File: src/rtl/inst_cache_refill_ctrl.sv
// inst_cache_refill_ctrl: direct-mapped I-cache controller owning valid/tag state and refilling whole lines by memory burst.
module inst_cache_refill_ctrl #(
  parameter int LINE_WORDS = 8,
  parameter int LINE_NUM   = 16
) (
  input  logic        clk,
  input  logic        rst,
  input  logic        fetch_req,
  input  logic [31:0] fetch_addr,
  output logic        fetch_ready,
  output logic        fetch_valid,
  output logic [31:0] fetch_data,
  input  logic        flush,
  output logic        mem_req,
  output logic [31:0] mem_addr,
  input  logic        mem_ack,
  input  logic        mem_rvalid,
  input  logic [31:0] mem_rdata,
  output logic        cache_write_en,
  output logic [31:0] cache_write_addr,
  output logic [31:0] cache_write_data,
  output logic        cache_read_en,
  output logic [31:0] cache_read_addr,
  input  logic [31:0] cache_read_data
);
  localparam int CW = $clog2(LINE_WORDS);
  localparam int OW = CW + 2;
  localparam int IW = $clog2(LINE_NUM);
  localparam int TW = 32 - OW - IW;
  localparam logic [1:0] IDLE = 2'd0, MREQ = 2'd1, FILL = 2'd2, RESP = 2'd3;
  logic [1:0] state_q, state_d;
  logic [31:0] addr_q, addr_d, fetch_data_q, fetch_data_d;
  logic [CW-1:0] cnt_q, cnt_d;
  logic [LINE_NUM-1:0] valid_q, valid_d;
  logic [TW-1:0] tag_q [LINE_NUM];
  logic flush_pend_q, flush_pend_d, fetch_valid_q, fetch_valid_d;
  logic [IW-1:0] req_idx, line_idx;
  logic accept, hit, last_beat;
  assign req_idx = fetch_addr[OW +: IW];
  assign line_idx = addr_q[OW +: IW];
  assign fetch_ready = state_q == IDLE && !flush;
  assign accept = fetch_req && fetch_ready;
  assign hit = valid_q[req_idx] && tag_q[req_idx] == fetch_addr[31 -: TW];
  assign cache_read_en = (accept && hit) || state_q == RESP;
  assign cache_read_addr = state_q == RESP ? addr_q : (accept && hit) ? fetch_addr : '0;
  assign cache_write_en = state_q == FILL && mem_rvalid;
  assign cache_write_addr = cache_write_en ? {addr_q[31:OW], cnt_q, 2'b00} : '0;
  assign cache_write_data = cache_write_en ? mem_rdata : '0;
  assign mem_req = state_q == MREQ;
  assign mem_addr = mem_req ? {addr_q[31:OW], {OW{1'b0}}} : '0;
  assign last_beat = cache_write_en && cnt_q == CW'(LINE_WORDS - 1);
  assign fetch_valid = fetch_valid_q;
  assign fetch_data = fetch_data_q;
  always_comb begin
    state_d = state_q;
    addr_d = addr_q;
    cnt_d = cnt_q;
    valid_d = valid_q;
    flush_pend_d = flush_pend_q || (flush && state_q != IDLE);
    fetch_valid_d = 1'b0;
    fetch_data_d = fetch_data_q;
    if (state_q == IDLE && flush) valid_d = '0;
    if (accept) begin
      addr_d = fetch_addr;
      if (hit) begin
        fetch_valid_d = 1'b1;
        fetch_data_d = cache_read_data;
      end else begin
        valid_d[req_idx] = 1'b0;
        state_d = MREQ;
      end
    end
    if (state_q == MREQ && mem_ack) begin
      cnt_d = '0;
      state_d = FILL;
    end
    if (cache_write_en) cnt_d = cnt_q + 1'b1;
    if (last_beat) begin
      valid_d[line_idx] = 1'b1;
      state_d = RESP;
    end
    // a flush seen during the refill also drops the line just filled, after its response goes out
    if (state_q == RESP) begin
      fetch_valid_d = 1'b1;
      fetch_data_d = cache_read_data;
      state_d = IDLE;
      valid_d = flush_pend_d ? '0 : valid_d;
      flush_pend_d = 1'b0;
    end
  end
  always_ff @(posedge clk or posedge rst) begin
    if (rst) begin
      state_q <= IDLE;
      addr_q <= '0;
      cnt_q <= '0;
      valid_q <= '0;
      flush_pend_q <= 1'b0;
      fetch_valid_q <= 1'b0;
      fetch_data_q <= '0;
    end else begin
      state_q <= state_d;
      addr_q <= addr_d;
      cnt_q <= cnt_d;
      valid_q <= valid_d;
      flush_pend_q <= flush_pend_d;
      fetch_valid_q <= fetch_valid_d;
      fetch_data_q <= fetch_data_d;
    end
  end
  always_ff @(posedge clk) if (last_beat) tag_q[line_idx] <= addr_q[31 -: TW];
endmodule

File: config.mk
export PLATFORM = sky130hd
export DESIGN_NAME = inst_cache_refill_ctrl
export DESIGN_NICKNAME = d
export VERILOG_FILES = /design/src/rtl/inst_cache_refill_ctrl.sv
export SDC_FILE = /design/constraint.sdc
export NUM_CORES = 1
export LEC_CHECK = 0
export ABC_AREA = 0
export CORE_MARGIN = 3
export CORE_UTILIZATION = 50
export CTS_CLUSTER_SIZE = 12
export DETAILED_ROUTE_END_ITERATION = 10
export GPL_ROUTABILITY_DRIVEN = 0
export PLACE_DENSITY_LB_ADDON = 0.1
export SLEW_MARGIN = 5
export SYNTH_ARGS = -nofsm -noshare
export SYNTH_HDL_FRONTEND = slang
export SYNTH_SLANG_ARGS = --single-unit
File: constraint.sdc
create_clock -name clk -period 9.7 [get_ports clk]
set_clock_uncertainty 0.2 [all_clocks]
set_input_delay 1.94 -clock clk [delete_from_list [all_inputs] [get_ports clk]]
set_output_delay 1.94 -clock clk [all_outputs]
set_load 0.03 [all_outputs]
==> impl_metrics.tcl <==
set metrics [dict create \
    power_density_nw_per_um2 232.9 \
    groute.usage.overall_pct 28.59 \
    seq_area_frac_synth_pct 64.77 \
    netlist_top_cells_area "edfxtp_1 (54%), dfrtp_1 (11%), mux4_2 (6.7%), mux2i_1 (4.1%), nand2_1 (3.0%)" \
    synth_edf_count 368 \
    grt_pass1_wl_um 92250 \
    clock.fmax_mhz 116.7 \
    min_period_ns 8.567 \
    clk_pin_slew_ns 0.06 \
    ys_warn_count 0 \
    grt.overflow.total 0 \
    post-dp-hpwl_um 40230 \
    setup-tns-final_ns 0 \
    dpl.cell_count 2182 \
    synth_top_cell_by_area "edfxtp_1" \
    drc 0 \
    grt_max_degree 73 \
    final_area_um2 25080 \
    grt_pass1_vias 13640 \
    start_util_pct 51.05 \
    fin_crit_sh_pct 88.32 \
    n_antenna_cell 0 \
    layout-drive-gt1-share_pct 14.20 \
    maxCapViolations 0 \
    antenna_found_initial 1 \
    cts_tree "done" \
    rr_startpoint "state_q[1]" \
    instances_no_fill 2271 \
    syn2layout_area_growth_pct 22.80 \
    startpoint_type "input port" \
    dpl-instance-area_um2 23540 \
    synth.most_common_cell "edfxtp_1" \
    cts_buffers 48 \
    hold_start "addr_q[1]" \
    rr_worst_depth 6 \
    ys_types 69 \
    hold_viol 0 \
    crit_fanout 50 \
    core-area_um2 40010 \
    finalSetupViolCount 0 \
    power.share.sequential_pct 47.8 \
    required_ns 7.56 \
    rows 73 \
    first_pass_iters 6 \
    slew_violations 0 \
    avgSynthCellArea_um2 13.97 \
    cts_root_buffer "clkbuf_16" \
    cts_hold_repair.buffers 0 \
    die-area_um2 43310 \
    nets 1811 \
    first_iter_violations 1931 \
    syn-instance-count 1462 \
    ctsResizeCount 0 \
    avgViaCountPerCell 6.265 \
    switching_share_pct 31.36 \
    hold_depth 2 \
    hold_path_class "reg -> reg" \
    status "finished, final reports clean" \
    intPower_w 0.004010 \
    fp.dieW_um 208.1 \
    r2r_slack_ns 5.70 \
    synthArstFlopShare_pct 19.12 \
    cts_sinks 455 \
    rsz0062_at_grt "no" \
    p_clk_share_pct 31.0 \
    synth-main-ff-cell "edfxtp_1" \
    holdPathEnd "addr_q[1]" \
    synth_top_area_share_pct 54.11 \
    cts_buffer_depth 3 \
    htreeDepth 2 \
    syn_area_um2 20420 \
    synth_common_cells "edfxtp_1 (368), nand2_1 (162), and2_1 (93)" \
    ys_ff_latch 455 \
    num-fill-cells 3006 \
    fin_util_pct 62.69 \
    irDropWorstVdd_v 0.0001604 \
    io_buffers 259 \
    wl_per_cell_um 27.91 \
    clock_latency_ns 0.59 \
    end_kind "output port" \
    switchingPower_w 0.001832 \
    worst_pin_slew_ns 1.239 \
    p_comb_share_pct 21.2 \
    wirelength_um 63380 \
    critical_path_class "in -> out" \
    arrival_ns 6.43 \
    post_cts_buffers 0 \
    ioPinCount 267 \
    leakage_nw 9.134 \
    die_y_um 208.1 \
    slew_headroom_pct 17.21 \
    num_vias 14230 \
    antenna_left 0 \
    regToRegEndpoint "tag_q[0][10]" \
]
==> power by group through the flow <==
stage               sequential [W]  combinational [W]  clock [W]
global placement           0.00282            0.00122          0
finish                     0.00279            0.00124    0.00181
global route               0.00284            0.00131    0.00191
CTS                        0.00280            0.00124    0.00183
detailed placement         0.00284            0.00123          0
floorplan                  0.00284           0.000581          0
==> state kept, by name (all words and copies together), names as in the netlist <==
name	count
state_q	2
fetch_valid	1
fetch_data	32
valid_q	16
tag_q	368
flush_pend_q	1
cnt_q	3
addr_q	32
==> worst max path at each step <==
stage	start	slack (ns)	cells past startpoint	to
after floorplan	fetch_addr[6]	2.71	13	cache_read_addr[1]
after global placement	fetch_addr[7]	1.30	12	cache_read_addr[0]
after detailed placement	fetch_addr[7]	1.29	13	cache_read_addr[27]
after CTS	fetch_addr[7]	1.27	13	cache_read_addr[27]
after global routing	fetch_addr[7]	0.99	12	cache_read_addr[1]
final	fetch_addr[7]	1.13	12	cache_read_addr[16]
==> per-layer routing <==
metal | wire length (um) | vias up | GRT usage, %
met5 | 0 | - | 0
met4 | 2413 | 0 | 10.93
met3 | 5833 | 139 | 5.368
met2 | 29490 | 807 | 44.20
met1 | 25640 | 7213 | 40.78
li1 | - | 6068 | -
==> critical path: stages <==
cell	delay (ns)
clkdlybuf4s50_1	0.45
buf_4	0.30
nor3_1	0.95
nand2_1	0.14
and3_1	0.28
a221oi_1	0.61
and4_1	0.28
o2111a_2	0.21
and4_2	0.51
buf_12	0.30
a22o_1	0.24
buf_12	0.13
==> final cells by class <==
cell class                      count  area [um^2]  share of cell area, %
Clock inverter                     12        116.4                 0.4640
Multi-Input combinational cell    884         6551                  26.12
Clock buffer                       77         1423                  5.672
Timing Repair Buffer              302         3042                  12.13
Sequential cell                   455        13230                  52.74
Tap cell                          525        656.9                  2.619
Inverter                           16        62.56                 0.2495
==> logic make-up (layout without fill, tap and decap cells) <==
kind of cell | Yosys count | count (layout) | synth area share [%]
flops | 455 | 455 | 64.77
simple gates | 454 | 454 | 11.24
compound gates | 252 | 252 | 8.228
mux | 160 | 160 | 11.67
buf+inv | 129 | 407 | 3.566
xor+xnor | 9 | 9 | 0.3860
fa+ha+maj | 2 | 2 | 0.1225
other cells | 1 | 7 | 0.01836
==> per-stage QoR <==
stage          hold WS, ns  power [W]  worst slack [ns]
2_1_floorplan       0.2457   0.003422             2.711
3_3_place_gp        0.2571   0.004042             1.300
3_5_place_dp        0.2671   0.004074             1.290
4_1_cts             0.2808   0.005864             1.268
5_1_grt             0.3108   0.006054            0.9939
6_report            0.2787   0.005842             1.133
==> layout by cell type (no fill, tap or decap), drive strengths merged, types with 4 or more instances in the layout <==
cell type | Yosys | routed
a21o | 4 | 4
a21oi | 40 | 40
a221oi | 8 | 8
a22o | 37 | 37
a22oi | 23 | 23
a31oi | 34 | 34
and2 | 93 | 93
and3 | 40 | 40
and4 | 5 | 5
buf | 49 | 79
clkbuf | 64 | 77
clkdlybuf4s50 | 0 | 223
clkinv | 1 | 8
conb | 1 | 7
dfrtp | 87 | 87
edfxtp | 368 | 368
inv | 15 | 18
mux2 | 15 | 15
mux2i | 84 | 84
mux4 | 61 | 61
nand2 | 162 | 162
nand2b | 8 | 8
nand3 | 10 | 10
nand4 | 6 | 6
nor2 | 38 | 38
nor2b | 6 | 6
nor3 | 59 | 59
nor3b | 5 | 5
nor4 | 5 | 5
o21ai | 63 | 63
o22ai | 13 | 13
or3 | 7 | 7
xnor2 | 7 | 7
(Power assumes the default switching activity.)
